==> src/rtl/branch_predictor.sv <==
// Direct-mapped branch target buffer with 2-bit saturating counters,
// resolve-stage update port, mispredict detection and saturating perf counters.
module branch_predictor #(
  parameter int unsigned ENTRIES = 16,
  parameter int unsigned TAG_W   = 8
) (
  input  logic        cpu_clk,
  input  logic        cpu_rst,
  input  logic [31:0] if_pc,
  output logic        pred_taken,
  output logic [31:0] pred_target,
  output logic        pred_hit,
  input  logic        upd_valid,
  input  logic [31:0] upd_pc,
  input  logic        upd_taken,
  input  logic [31:0] upd_target,
  input  logic        upd_pred_taken,
  input  logic [31:0] upd_pred_target,
  input  logic        bp_clear,
  output logic        mispredict,
  output logic [31:0] redirect_pc,
  output logic [31:0] perf_branches,
  output logic [31:0] perf_mispredicts
);

  localparam int unsigned IDX_W = $clog2(ENTRIES);

  logic             valid_q  [ENTRIES];
  logic [TAG_W-1:0] tag_q    [ENTRIES];
  logic [31:0]      target_q [ENTRIES];
  logic [1:0]       ctr_q    [ENTRIES];

  logic [31:0] perf_br_q, perf_mis_q;

  logic [IDX_W-1:0] lk_idx, up_idx;
  logic [TAG_W-1:0] lk_tag, up_tag;
  logic             up_hit;

  assign lk_idx = if_pc[IDX_W+1:2];
  assign lk_tag = if_pc[IDX_W+TAG_W+1:IDX_W+2];
  assign up_idx = upd_pc[IDX_W+1:2];
  assign up_tag = upd_pc[IDX_W+TAG_W+1:IDX_W+2];

  // Lookup reads the registered table only, so a same-cycle update is not visible.
  always_comb begin
    pred_hit    = valid_q[lk_idx] && (tag_q[lk_idx] == lk_tag);
    pred_taken  = pred_hit && ctr_q[lk_idx][1];
    pred_target = pred_taken ? target_q[lk_idx] : if_pc + 32'd4;
  end

  always_comb begin
    up_hit      = valid_q[up_idx] && (tag_q[up_idx] == up_tag);
    mispredict  = upd_valid && ((upd_pred_taken != upd_taken) ||
                                (upd_taken && (upd_pred_target != upd_target)));
    redirect_pc = upd_taken ? upd_target : upd_pc + 32'd4;
  end

  always_ff @(posedge cpu_clk or posedge cpu_rst) begin
    if (cpu_rst) begin
      for (int i = 0; i < ENTRIES; i++) begin
        valid_q[i]  <= 1'b0;
        tag_q[i]    <= '0;
        target_q[i] <= '0;
        ctr_q[i]    <= 2'b01;
      end
    end else if (bp_clear) begin
      for (int i = 0; i < ENTRIES; i++) begin
        valid_q[i] <= 1'b0;
      end
    end else if (upd_valid) begin
      if (up_hit) begin
        if (upd_taken) begin
          ctr_q[up_idx]    <= (ctr_q[up_idx] == 2'b11) ? 2'b11 : ctr_q[up_idx] + 2'b01;
          target_q[up_idx] <= upd_target;
        end else begin
          ctr_q[up_idx]    <= (ctr_q[up_idx] == 2'b00) ? 2'b00 : ctr_q[up_idx] - 2'b01;
        end
      end else if (upd_taken) begin
        valid_q[up_idx]  <= 1'b1;
        tag_q[up_idx]    <= up_tag;
        target_q[up_idx] <= upd_target;
        ctr_q[up_idx]    <= 2'b10;
      end
    end
  end

  // Perf counters count even when bp_clear drops the table update.
  always_ff @(posedge cpu_clk or posedge cpu_rst) begin
    if (cpu_rst) begin
      perf_br_q  <= '0;
      perf_mis_q <= '0;
    end else begin
      if (upd_valid && (perf_br_q != 32'hFFFF_FFFF)) begin
        perf_br_q <= perf_br_q + 32'd1;
      end
      if (mispredict && (perf_mis_q != 32'hFFFF_FFFF)) begin
        perf_mis_q <= perf_mis_q + 32'd1;
      end
    end
  end

  assign perf_branches    = perf_br_q;
  assign perf_mispredicts = perf_mis_q;

endmodule

==> config.mk <==
export PLATFORM = sky130hd
export DESIGN_NAME = branch_predictor
export DESIGN_NICKNAME = d
export VERILOG_FILES = /design/src/rtl/branch_predictor.sv
export SDC_FILE = /design/constraint.sdc
export NUM_CORES = 2
export LEC_CHECK = 0
export ABC_CLOCK_PERIOD_IN_PS = 66100
export CORE_UTILIZATION = 40
export CTS_CLUSTER_DIAMETER = 40
export DETAILED_ROUTE_END_ITERATION = 8
export PLACE_DENSITY = 0.67
export SLEW_MARGIN = 5
export SYNTH_ARGS = -nofsm -noshare
export SYNTH_HDL_FRONTEND = slang
export SYNTH_SLANG_ARGS = --single-unit
export TNS_END_PERCENT = 50
==> constraint.sdc <==
create_clock -name cpu_clk -period 66.1 [get_ports cpu_clk]
set_input_delay 13.22 -clock cpu_clk [delete_from_list [all_inputs] [get_ports cpu_clk]]
set_output_delay 13.22 -clock cpu_clk [all_outputs]
set_load 0.005 [all_outputs]
# Yosys cells after proc, flatten, opt, wreduce, memory -nomap -nowiden
# Cells that the tools add are included.
totals:
  ff_bits: 752
  input_bits: 134
  out_inout_bits: 131
  elab_cells: 152
classes:
  n_addsub: 6
  order_cmp: 3
  n_eq_ne: 8
  mux: 44
  bitwise_logic: 8
  n_reduce_logical: 17
ops:
  columns: ["cell", "count"]
  rows:
  - ["$bwmux W512", 1]
  - ["$mux W32", 8]
  - ["$bmux W32 S4", 1]
  - ["$bwmux W128", 1]
  - ["$demux W32 S4", 1]
  - ["$add A32 B1 Y32 const B", 2]
  - ["$add A32 B3 Y32 const B", 2]
  - ["$bmux W8 S4", 2]
  - ["$bwmux W32", 2]
  - ["$mux W16", 4]
  - ["$ne A32 B32 Y1 const B", 2]
  - ["$mux W8", 5]
  - ["$demux W8 S4", 1]
  - ["$ne A32 B32 Y1", 1]
  - ["$or A16 B16 Y16", 2]
  - ["$and A16 B16 Y16", 1]
  - ["$bmux W2 S4", 2]
  - ["$eq A8 B8 Y1", 2]
  - ["$not A16 Y16", 1]
  - ["$mux W2", 7]
  - ["$ge A5 B5 Y1 const B", 2]
  - ["$not A4 Y5", 2]
  - ["$reduce_and A3 Y1", 3]
  - ["$bmux W1 S4", 2]
  - ["15 further kinds", 29]

# Longest topological paths before layout
depth:
  ltp_word: 10
  depth_mapped: 13
  mapped_depth_nobuf: 9

# Worst setup path after synthesis
# Ideal clock, no wire load.
synth_path:
  path_kind: "input-to-output"
  from: "in if_pc[2]"
  to: "out pred_target[0]"
  arrival_ns: 15.898
  required_time_ns: 52.880
  slack_ns: 36.982
  cell_stages: 7
  n_path_buf: 4
  path_cell_list: "buf_2 -> buf_2 -> buf_1 -> buf_1 -> mux4_2 -> mux4_2 -> mux2_2"
synth_between:
  elab_chain_len: 8
  elab_cells_between_ends: 17
  cone_classes: "eq/ne: 1; mux: 13; bitwise: 1; reduce/logical: 2"
synth_rtl:
  columns: ["item", "line", "rtl"]
  rows:
  - ["from (decl)", "9", "input logic [31:0] if_pc,"]
  - ["$not A4 Y5 (implied by the code) *", "46, 47, 48", null]
  - ["$bmux W8 S4", "46", "pred_hit = valid_q[lk_idx] && (tag_q[lk_idx] == lk_tag);"]
  - ["$mux W8 (implied by the code) (2 in series)", "46", null]
  - ["$eq A8 B8 Y1", "46", null]
  - ["$logic_and A1 B1 Y1", "46", null]
  - ["$logic_and A1 B1 Y1", "47", "pred_taken = pred_hit && ctr_q[lk_idx][1];"]
  - ["$mux W32 *", "48", "pred_target = pred_taken ? target_q[lk_idx] : if_pc + 32'd4;"]
  - ["to (decl)", "11", "output logic [31:0] pred_target,"]
# Mark *: on every way between the ends. The rest lies on a longest branch, timed or not. The select of a mux whose other input is x is not followed.

# Worst setup path in the final report
layout_path:
  from: "in if_pc[3]"
  to: "out pred_target[14]"
layout_between:
  elab_chain_len: 8
  elab_cells_between_ends: 18
  cone_classes: "add/sub: 1; eq/ne: 1; mux: 13; bitwise: 1; reduce/logical: 2"
layout_rtl:
  columns: ["item", "line"]
  rows:
  - ["$not A4 Y5 (implied by the code)", "46, 47, 48"]
  - ["$bmux W8 S4", "46"]
  - ["$mux W8 (implied by the code) (2 in series)", "46"]
  - ["$eq A8 B8 Y1", "46"]
  - ["$logic_and A1 B1 Y1", "46"]
  - ["$logic_and A1 B1 Y1", "47"]
  - ["$mux W32 *", "48"]
# Marked as above.

==> Flow_metrics.wiki <==
{| class="wikitable"
! Metric !! Value
|-
| Cell class contributing the biggest share of worst-path delay || buffers and inverters
|-
| Lkg Pwr || 20.6 nW
|-
| Peak supply drop || 0.0000227 V
|-
| Slowest cell delay on critical path || 730 ps
|-
| Layout net count || 3174
|-
| Fraction of the yosys area taken by sequential cells || 0.498
|-
| Hold violation count in the final report || 0
|-
| Synthesized netlist net count || 2969
|-
| Number of maximum-capacitance violations || 0
|-
| Endpoints failing setup || 0
|-
| Clock skew after layout || 32.4 ps
|-
| Worst-case setup margin in the final layout || 34680 ps
|-
| Element type at the critical path start || input port
|-
| Floorplan Core Area || 93500 um2
|-
| Cell Chain, Critical Path || clkbuf_8 > buf_4 > mux4_2 > nor2b_1 > a211oi_1 > a21oi_1 > xor2_1 > nor3_1 > and4_2 > buf_4 > mux2_2 > clkdlybuf4s50_1
|-
| Die X || 309 um
|-
| Wire length of the first global-routing pass || 171000 um
|-
| Worst-case setup slack after placement || 34710 ps
|-
| Count of antenna-violating nets left after detailed routing || 0
|-
| Setup Fix Bufs, Post-CTS || 0
|-
| Total wire length || 114000 um
|-
| Period minus WS final || 31420 ps
|-
| Detailed Place HPWL || 70900 um
|-
| WP data arrival || 18200 ps
|-
| Largest net degree at the start of global routing || 146
|-
| Most common cell after layout, fill and taps aside || sky130_fd_sc_hd__dfrtp_1
|-
| Resize count post-CTS || 0
|-
| DR iter-0 viols || 2183
|-
| Number of storage elements in the synthesis netlist || 752
|-
| Reg area || 18800 um2
|-
| Largest buffer count on any clock path || 3
|-
| Average instance area after synthesis || 13.4 um2
|-
| CTS H-tree lvls || 3
|-
| Most area-consuming cells after synthesis || sky130_fd_sc_hd__dfrtp_1 49%, sky130_fd_sc_hd__mux2_2 17%, sky130_fd_sc_hd__mux4_2 14%
|-
| DRC Markers || 0
|-
| TritonCTS clock tree || built
|-
| CTS Sinks || 752
|-
| All-layer global routing usage || 0.241
|-
| Commonest cells after routing, fill and taps aside || 736 x sky130_fd_sc_hd__dfrtp_1, 581 x sky130_fd_sc_hd__mux2_2, 288 x sky130_fd_sc_hd__nand2_1
|-
| Ys flop type || sky130_fd_sc_hd__dfrtp_1
|-
| Insertion delay to the later sink of the worst-skew pair || 690 ps
|-
| Critical path class || in -> out
|-
| Die extent in y || 309 um
|-
| FILL cells || 8065
|-
| Largest area contributor in the netlist || sky130_fd_sc_hd__dfrtp_1
|-
| Area share of the largest cell type after synthesis || 0.487
|-
| Synth unique cells || 53
|-
| Slew of the pin with the lowest slew margin || 1210 ps
|-
| Slew HR || 0.189
|-
| Area of the multi-input gates || 17900 um2
|-
| Final worst path period share || 0.475
|-
| Fraction of layout cells with a size suffix above 1 || 0.365
|-
| Master of the slowest instance on the critical path || sky130_fd_sc_hd__buf_4
|-
| Cell occurring most often along the worst timing path || sky130_fd_sc_hd__buf_4
|-
| Post-DR vias/cell || 5.77
|-
| Crit path buf inv count || 4
|-
| Routed via count || 25309
|-
| Number of antenna violations at the first check in global routing || 3
|-
| Effective utilization at floorplan || 0.404
|-
| Global placer's final weighted congestion || 0.868
|-
| Share of synthesized registers carrying an async set or reset || 1.00
|-
| Critical path required time || 52880 ps
|-
| Reg2Reg Launch Point || valid_q[9]
|-
| Cell Pwr Density || 30.2 nW/um2
|-
| Netlist area before placement || 37800 um2
|-
| Fmax achieved || 0.0318 GHz
|-
| Num rows || 112
|-
| Number of global-route vias before repair || 25728
|-
| Max Transition Viols Final || 0
|-
| Kind of end point of the critical path || output pin
|-
| Count of TritonRoute iterations in the first routing pass || 6
|-
| Boundary Pins || 265
|-
| Clk pin slew, worst setup/hold paths || 50 ps
|-
| Critical path origin || if_pc[3]
|-
| Worst min-delay path class || reg -> reg
|-
| Number of enable-type register cells in the synthesized netlist || 0
|-
| Clock root cell || sky130_fd_sc_hd__clkbuf_16
|-
| Yosys warning total || 0
|-
| CTS buffer count || 112
|-
| Number of standard cells after synthesis || 2828
|-
| CTS hold repair buffers || 0
|-
| Beginning of the worst hold path || target_q[403]
|-
| Final sum of negative setup slack || 0 ps
|-
| Run status || finished, final reports clean
|-
| Area enclosed by the die boundary || 95700 um2
|-
| Residual overflow from global routing || 0
|-
| Top fanout value on the critical path || 73
|-
| Routed wire per std cell || 26.0 um
|-
| Area Growth Syn to Fin || 21.2%
|-
| # port buffers || 264
|-
| RSZ-0062 raised after global routing || no
|}
[registers in the layout, indices dropped and copies added (netlist names)]
register	count
perf_mispredicts	32
valid_q	16
perf_branches	32
tag_q	128
target_q	512
ctr_q	32
[per-stage QoR]
stage | power, mW | hold slack, ps | std cells | util | instance area [um2]
CTS | 1.39 | 472 | 4387 | 0.490 | 45800
global placement | 0.732 | 453 | 4173 | 0.445 | 41600
floorplan | 0.671 | 441 | 2828 | - | 37800
detailed placement | 0.737 | 458 | 4173 | 0.445 | 41600
global route | 1.43 | 485 | 4388 | 0.490 | 45800
finish | 1.38 | 472 | 4388 | 0.490 | 45800
[layout make-up]
cell class,instances,area share
clock inverter,80,0.0254
inverter,41,0.00352
tap,1254,0.0342
sequential,752,0.411
antenna,1,0.0000546
multi-input combinational,1794,0.390
clock buffer,134,0.0661
timing repair buffer,332,0.0692
[worst min-delay path, stage by stage (launching register included)]
cell	delay (ps)
sky130_fd_sc_hd__dfrtp_1	330
sky130_fd_sc_hd__nand2_1	50
sky130_fd_sc_hd__nand2_1	60
[power breakdown]
part	internal [mW]	leakage, nW	switching (mW)
Clock	0.412	2.03	0.239
Sequential	0.516	9.99	0.0340
Combinational	0.101	8.55	0.0794
[final timing paths]
kind | end | slack (ps) | depth (start not counted)
setup / recovery | pred_target[14] | 34680 | 12
hold / removal | target_q[403] | 470 | 2
setup reg to reg | tag_q[57] | 61700 | 9
hold reg to reg | target_q[403] | 470 | 2
max in group asynchronous | tag_q[122] | 50040 | 5
min in group asynchronous | perf_mispredicts[15] | 13060 | 2
[layer usage]
metal	vias to the layer above	global-route usage	share of wire
met5	-	0	0
met4	0	0.0671	0.026
met3	177	0.0575	0.078
met2	986	0.374	0.46
met1	13353	0.337	0.43
li1	10793	-	-
[cell usage after synthesis, types with 16 or more instances]
master	instances
sky130_fd_sc_hd__mux2i_1	38
sky130_fd_sc_hd__and4_1	16
sky130_fd_sc_hd__dfrtp_1	736
sky130_fd_sc_hd__o22ai_1	18
sky130_fd_sc_hd__a21oi_1	26
sky130_fd_sc_hd__dfstp_2	16
sky130_fd_sc_hd__clkbuf_1	183
sky130_fd_sc_hd__nand4_1	23
sky130_fd_sc_hd__nor2_1	51
sky130_fd_sc_hd__nand2_1	300
sky130_fd_sc_hd__mux2_2	581
sky130_fd_sc_hd__and3_1	26
sky130_fd_sc_hd__buf_2	32
sky130_fd_sc_hd__mux2_1	40
sky130_fd_sc_hd__inv_1	41
sky130_fd_sc_hd__xor2_1	87
sky130_fd_sc_hd__mux4_2	230
sky130_fd_sc_hd__o311ai_0	16
sky130_fd_sc_hd__o21ai_0	48
sky130_fd_sc_hd__nand3_1	70
sky130_fd_sc_hd__xnor2_1	89
sky130_fd_sc_hd__buf_1	21
[kinds of logic (layout without fill, tap and decap cells)]
kind of cell    after synthesis  in the layout  synth area share
compound gates              154            154            0.0263
xor+xnor                    176            176            0.0408
fa+ha+maj                     9              9           0.00285
buf+inv                     282            587            0.0299
flops                       752            752             0.498
mux                         889            889             0.332
other cells                   0              1                 0
simple gates                566            566            0.0697
No activity file was read; power rests on OpenSTA's default activity.
